### config.mk
export PLATFORM = sky130hd
export DESIGN_NAME = shift_reg_universal
export DESIGN_NICKNAME = d
export VERILOG_FILES = /design/src/rtl/shift_reg_universal.sv
export SDC_FILE = /design/constraint.sdc
export NUM_CORES = 1
export LEC_CHECK = 0
export BUFFER_PORTS_ARGS = -buffer_cell sky130_fd_sc_hd__buf_2
export CORE_UTILIZATION = 49
export CTS_CLUSTER_SIZE = 40
export DETAILED_ROUTE_END_ITERATION = 8
export PLACE_DENSITY = 0.78
export SKIP_CTS_REPAIR_TIMING = 1
export SYNTH_ARGS = -nofsm -noshare
export SYNTH_HDL_FRONTEND = slang
export SYNTH_SLANG_ARGS = --single-unit
### constraint.sdc
create_clock -name clk -period 2.2 [get_ports clk]
set_clock_uncertainty 0.1 [all_clocks]
set_input_delay 0.22 -clock clk [delete_from_list [all_inputs] [get_ports clk]]
set_output_delay 0.22 -clock clk [all_outputs]
set_load 0.005 [all_outputs]
### src/rtl/shift_reg_universal.sv
// ---------------------------------------------------------------------------
// shift_reg_universal
//
// Universal WIDTH-bit shift register. Supports hold, shift left/right,
// rotate left/right, parallel load and synchronous clear. It counts the shifts
// made since the last load or clear, modulo WIDTH. It gives a one-cycle
// word_done pulse each time a full word of WIDTH shifts has been made.
// It can serve as a serializer (load, then shift out) or as a deserializer
// (shift in, then read q).
//
// Optional feature macro: SHIFT_ARITH_EN
//   defined   : mode 3'b111 is an arithmetic shift right (a shift op)
//   undefined : mode 3'b111 holds q and shift_cnt
//
// Parameters
//   WIDTH      register width, >= 2
//   RESET_VAL  value q takes on reset
//
// Ports
//   clk        clock, rising edge
//   reset      asynchronous, active-high reset
//   en         operation enable; low holds q and shift_cnt
//   mode       operation select:
//                000 hold, 001 shl, 010 shr, 011 rol,
//                100 ror, 101 load, 110 clear, 111 asr/hold
//   sin_l      serial input, enters q[0] on shift left
//   sin_r      serial input, enters q[WIDTH-1] on shift right
//   load_data  parallel load value
//   q          register contents
//   sout_l     q[WIDTH-1], the bit leaving on a shift left
//   sout_r     q[0], the bit leaving on a shift right
//   shift_cnt  shifts since the last load/clear, modulo WIDTH
//   word_done  one-cycle pulse after the shift that wraps shift_cnt to 0
// ---------------------------------------------------------------------------
module shift_reg_universal #(
  parameter int               WIDTH     = 8,
  parameter logic [WIDTH-1:0] RESET_VAL = '0,
  localparam int              CW        = (WIDTH > 1) ? $clog2(WIDTH) : 1
) (
  input  logic             clk,
  input  logic             reset,
  input  logic             en,
  input  logic [2:0]       mode,
  input  logic             sin_l,
  input  logic             sin_r,
  input  logic [WIDTH-1:0] load_data,
  output logic [WIDTH-1:0] q,
  output logic             sout_l,
  output logic             sout_r,
  output logic [CW-1:0]    shift_cnt,
  output logic             word_done
);

  localparam logic [2:0] MODE_HOLD  = 3'b000;
  localparam logic [2:0] MODE_SHL   = 3'b001;
  localparam logic [2:0] MODE_SHR   = 3'b010;
  localparam logic [2:0] MODE_ROL   = 3'b011;
  localparam logic [2:0] MODE_ROR   = 3'b100;
  localparam logic [2:0] MODE_LOAD  = 3'b101;
  localparam logic [2:0] MODE_CLEAR = 3'b110;
  localparam logic [2:0] MODE_ASR   = 3'b111;

  // Terminal count. An explicit compare keeps the wrap correct for widths
  // that are not a power of two.
  localparam logic [CW-1:0] CNT_LAST = CW'(WIDTH - 1);

  // Arithmetic shift right: the sign bit is replicated into the MSB.
  function automatic logic [WIDTH-1:0] asr1(input logic [WIDTH-1:0] v);
    logic signed [WIDTH-1:0] s;
    s = $signed(v);
    return WIDTH'(s >>> 1);
  endfunction

  logic [WIDTH-1:0] q_next;
  logic             is_shift;
  logic             is_restart;
  logic             cnt_wrap;

  assign sout_l   = q[WIDTH-1];
  assign sout_r   = q[0];
  assign cnt_wrap = (shift_cnt == CNT_LAST);

  // Operation decode: next register value and the class of operation.
  always_comb begin
    q_next     = q;
    is_shift   = 1'b0;
    is_restart = 1'b0;
    case (mode)
      MODE_HOLD: q_next = q;
      MODE_SHL: begin
        q_next   = {q[WIDTH-2:0], sin_l};
        is_shift = 1'b1;
      end
      MODE_SHR: begin
        q_next   = {sin_r, q[WIDTH-1:1]};
        is_shift = 1'b1;
      end
      MODE_ROL: begin
        q_next   = {q[WIDTH-2:0], q[WIDTH-1]};
        is_shift = 1'b1;
      end
      MODE_ROR: begin
        q_next   = {q[0], q[WIDTH-1:1]};
        is_shift = 1'b1;
      end
      MODE_LOAD: begin
        q_next     = load_data;
        is_restart = 1'b1;
      end
      MODE_CLEAR: begin
        // Clear goes to zero, not to RESET_VAL.
        q_next     = '0;
        is_restart = 1'b1;
      end
`ifdef SHIFT_ARITH_EN
      MODE_ASR: begin
        q_next   = asr1(q);
        is_shift = 1'b1;
      end
`else
      MODE_ASR: q_next = q;
`endif
      default: q_next = q;
    endcase
  end

  // Register stage: q, shift count and the word_done pulse.
  always_ff @(posedge clk or posedge reset) begin
    if (reset) begin
      q         <= RESET_VAL;
      shift_cnt <= '0;
      word_done <= 1'b0;
    end else begin
      // word_done is a pulse. It clears on every edge unless a wrap re-arms it.
      word_done <= 1'b0;
      if (en) begin
        q <= q_next;
        if (is_shift) begin
          shift_cnt <= cnt_wrap ? '0 : shift_cnt + 1'b1;
          word_done <= cnt_wrap;
        end else if (is_restart) begin
          shift_cnt <= '0;
        end
      end
    end
  end

`ifndef SHIFT_ARITH_EN
  // asr1 is used only when the arithmetic-shift feature is built in.
  logic unused_asr;
  assign unused_asr = ^asr1(q);
`endif

endmodule

== After elaboration in Yosys (flattened, before gate mapping) ==
Cells that the tools add are included.

* Register bits after elaboration: 12
* Bits of input ports: 16
* Output and inout port bits: 14
* Word-level logic and storage cells: 28

* Add/subtract/negate cells: 1
* Eq/ne operators: 8
* Muxes and demuxes: 8
* Bitwise operators: 1
* Reduce and logical (&&, ||, !) cells: 7

{| class="wikitable"
|+ Operator list
! kind !! number
|-
| 8-bit case mux with 6 select lines || 1
|-
| 3-bit equality test (second input constant) || 5
|-
| 3-bit two-way mux || 3
|-
| 3-bit by 2-bit equality test with 1-bit output (second input constant) || 2
|-
| 1-bit two-way mux || 4
|-
| 2-bit AND reduction || 2
|-
| 2-bit OR reduction || 2
|-
| 4-bit OR reduction || 1
|-
| 3-bit by 1-bit adder with 3-bit output (second input constant) || 1
|-
| 3-bit by 1-bit equality test with 1-bit output (second input constant) || 1
|-
| 3-bit zero test || 1
|-
| 2-bit nonzero test || 1
|-
| 1-bit inverter || 1
|}

== Logic depth before layout (Yosys ltp) ==
* Word-level depth: 5
* Gate-level depth with buffers: 6
* Mapped depth without buffers: 6

== Worst setup path after synthesis ==
Ideal clock, no wire load.

* Path type: register -> register
* Start point: reg shift_cnt[0]
* End point: reg shift_cnt[2]
* Setup time: 0.127 ns
* Arrival: 1.333 ns
* Data required time: 1.973 ns
* Setup slack: 0.639 ns
* Cell stages (with the launch flop): 6
* Path buffers: 0
* Period minus slack after synthesis: 1.561 ns
* Cells stage by stage: dfrtp_1 ha_1 ha_1 a32o_1 a222oi_1 inv_1

* Cells in the longest elaborated chain, start to end: 3
* Elaborated cells between the ends (all ways): 4
* Those cells by class: add/sub (1); eq/ne (1); mux (2)

{| class="wikitable"
|+ Ends and longest elaborated chain
! element !! line !! RTL
|-
| from (decl) || 50 || <nowiki>output logic [CW-1:0] shift_cnt,</nowiki>
|-
| from (signal assigned) || 139 || <nowiki>shift_cnt <= cnt_wrap ? '0 : shift_cnt + 1'b1;</nowiki>
|-
| 3-bit by 1-bit adder with 3-bit output or 3-bit equality test (tied branches) || 139, 81 ||
|-
| 3-bit two-way mux * || 139 ||
|-
| 3-bit two-way mux * || 138 || <nowiki>if (is_shift) begin</nowiki>
|}

Every way passes the cells marked *; elsewhere a longest branch is shown, timed or not.
A chain may end at the register's enable or synchronous reset.

== Final worst setup path ==
Same ends and word-level chain as after synthesis.

==> flow_summary.ini <==
[global_routing]
grt_start_max_net_pins = 25
antenna_found_initial = 0
grt-ovfl-total = 0
grt_use_total_pct = 21.6
grt_pass1_vias = 733
grt_pass1_wl_microns = 3230

[clock_tree]
cts_buffer_depth = 2
cts_buffers = 3
cts_sinks = 12
cts_tree = yes
clkTransAtPathRegs_ns = 0.07
htreeDepth = 1
root_buffer = clkbuf_4
insertion_delay_ns = 0.27

[sta]
hold_viol = 0
hold_slack_ns = 0.235
finalSetupViolCount = 0
rsz0062_at_grt = false
maxSlewHeadroom_pct = 69.1
worst_slew_pin_slew_ns = 0.463
min_period_ns = 1.67
max_freq_mhz = 600
worst_slack_ns = 0.533
maxSlewViolCount = 0
finalCritPeriodShare_pct = 75.8
finalSetupTns_ns = 0

[placement]
place_area_sq_um = 998
dp_hpwl_microns = 1450
dp_worst_setup_slack_ns = 0.563
gp_congestion = 0.823
io_buffers = 29

[cells_and_area]
drive_gt1_share_pct = 39.8
postLayoutCellArea_sq_um = 1030
syn2layout_area_growth_pct = 12.0
fillerInstances = 164
fin_nets = 138
multiInputGateArea_sq_um = 483
seqCellArea_sq_um = 300
antenna_cells = 0

[hold_path]
hold_start = load_data[5]
hold_path.class = input pin to flop
min_path_cells = 3
hold_path_end = q[5]

[synthesis]
syn-cell-area_sq_um = 921
synthDistinctLibCells = 36
synth_cells = 95
async_flop_share_pct = 100
avgSynthCellArea_sq_um = 9.69
synth_edf_count = 0
synth_fp_nets = 113
ys_seq_area_share_pct = 32.6
ys_seq_elements = 12
ys.flop_type = dfrtp_1
yosys_warnings = 0

[setup_path]
worstRegToRegCells = 5
cp_max_fo = 5
reg2reg_slack_ns = 0.53
worstPathRequired_ns = 2.25
r2r_end = shift_cnt[2]
regToRegStartpoint = shift_cnt[0]
worstSetupPathType = flop to flop
arrival_ns = 1.72
critPathCaptureType = flop
startpoint_type = flop

[routing]
first_pass_iters = 5
wl_microns = 1960
antenna_left = 0
remaining_drc_errors = 0
wire_per_inst_microns = 13.7
initialDrtViolationCount = 45
vias = 831
via_per_inst = 5.81

[floorplanning]
die_y_microns = 45.4
initial_core_util_pct = 52.8
rows = 15
dieArea_sq_um = 2060
die-width_microns = 45.4
core_area_sq_um = 1750
pin_count = 30

[power]
leakage_nw = 0.490
power_density_nw_per_um2 = 720
vdd.ir_drop.worst_mv = 0.374

[run_status]
run_status = complete, no violations

[flow_run]
maxCapViolCount = 0
[cell families (layout without fill, tap and decap cells)]
| family | after synthesis | in the layout | share of synthesized area [%] |
|---|---|---|---|
| AND/OR/NAND/NOR | 22 | 22 | 14.4 |
| AO/OA/AOI/OAI | 34 | 34 | 28.1 |
| multiplexers | 1 | 1 | 1.09 |
| flip-flops | 12 | 12 | 32.6 |
| buffers and inverters | 19 | 42 | 14.9 |
| adder cells (fa/ha/maj) | 7 | 7 | 8.83 |
[power by group]
part           internal, mW  switching, mW
Combinational         0.146          0.139
Clock                0.0632         0.0689
Sequential            0.271         0.0531
[worst max-delay path, cell delays in order (launching register included)]
cell      delay [ns]
dfrtp_1         0.42
ha_1            0.22
ha_1            0.29
a32o_1          0.21
a222oi_1        0.25
inv_1           0.07
[stage by stage]
stage | total power [mW] | utilization (%) | instances
global placement | 0.603 | 57.2 | 139
finish | 0.742 | 59.1 | 143
global route | 0.806 | 59.1 | 143
CTS | 0.742 | 58.5 | 142
floorplan | 0.522 | - | 95
detailed placement | 0.609 | 57.2 | 139
[per-layer routing]
layer	vias up	GRT usage, %	wire length [microns]
met1	386	31.0	962
li1	408	-	-
met3	2	3.60	103
met5	-	0	0
met4	0	7.27	16
met2	35	32.8	876
[registers in the layout, indices dropped and copies added (netlist names)]
name and count:
q 8, shift_cnt 3, word_done 1
[cells in the mapped netlist (2+ instances only)]
cell type | count | share of area (%)
dfrtp_1 | 12 | 33
inv_1 | 8 | 3.3
buf_6 | 7 | 8.6
a21oi_1 | 6 | 3.3
nand2_1 | 6 | 2.4
maj3_2 | 5 | 6.1
a32o_1 | 4 | 4.3
nor2_1 | 4 | 1.6
o21ai_0 | 4 | 2.2
o22ai_1 | 4 | 2.7
nand2b_1 | 3 | 2.0
o221a_2 | 3 | 3.7
a222oi_1 | 2 | 2.2
buf_4 | 2 | 1.6
ha_1 | 2 | 2.7
o21ai_1 | 2 | 1.1
o221ai_1 | 2 | 1.9
[how the worst max path moves through the flow]
stage | slack, ns | start | endpoint
finish | 0.53 | shift_cnt[0] | shift_cnt[2]
detailed placement | 0.56 | mode[1] | shift_cnt[1]
CTS | 0.55 | shift_cnt[0] | shift_cnt[2]
global placement | 0.58 | shift_cnt[0] | shift_cnt[2]
floorplan | 0.64 | shift_cnt[0] | shift_cnt[2]
global route | 0.47 | shift_cnt[0] | shift_cnt[2]
[cells in the final DEF (no fill, tap or decap), drive strengths merged, types with 2 or more instances in the layout]
master and count:
a21oi 6, ha 2, nand2b 3, o22ai 4, o221ai 3, nand2 6
nor2 5, a32o 4, maj3 5, inv 8, dfrtp 12, o21ai 6
o221a 3, a222oi 2, buf 29, clkbuf 3
[layout make-up]
type / count / share of cell area (%)
Clock buffer: 3 / 2.18
Inverter: 9 / 3.76
Multi-Input combinational cell: 64 / 46.8
Sequential cell: 12 / 29.1
Tap cell: 25 / 3.03
Timing Repair Buffer: 30 / 15.0
No activity file was read; power rests on OpenSTA's default activity.
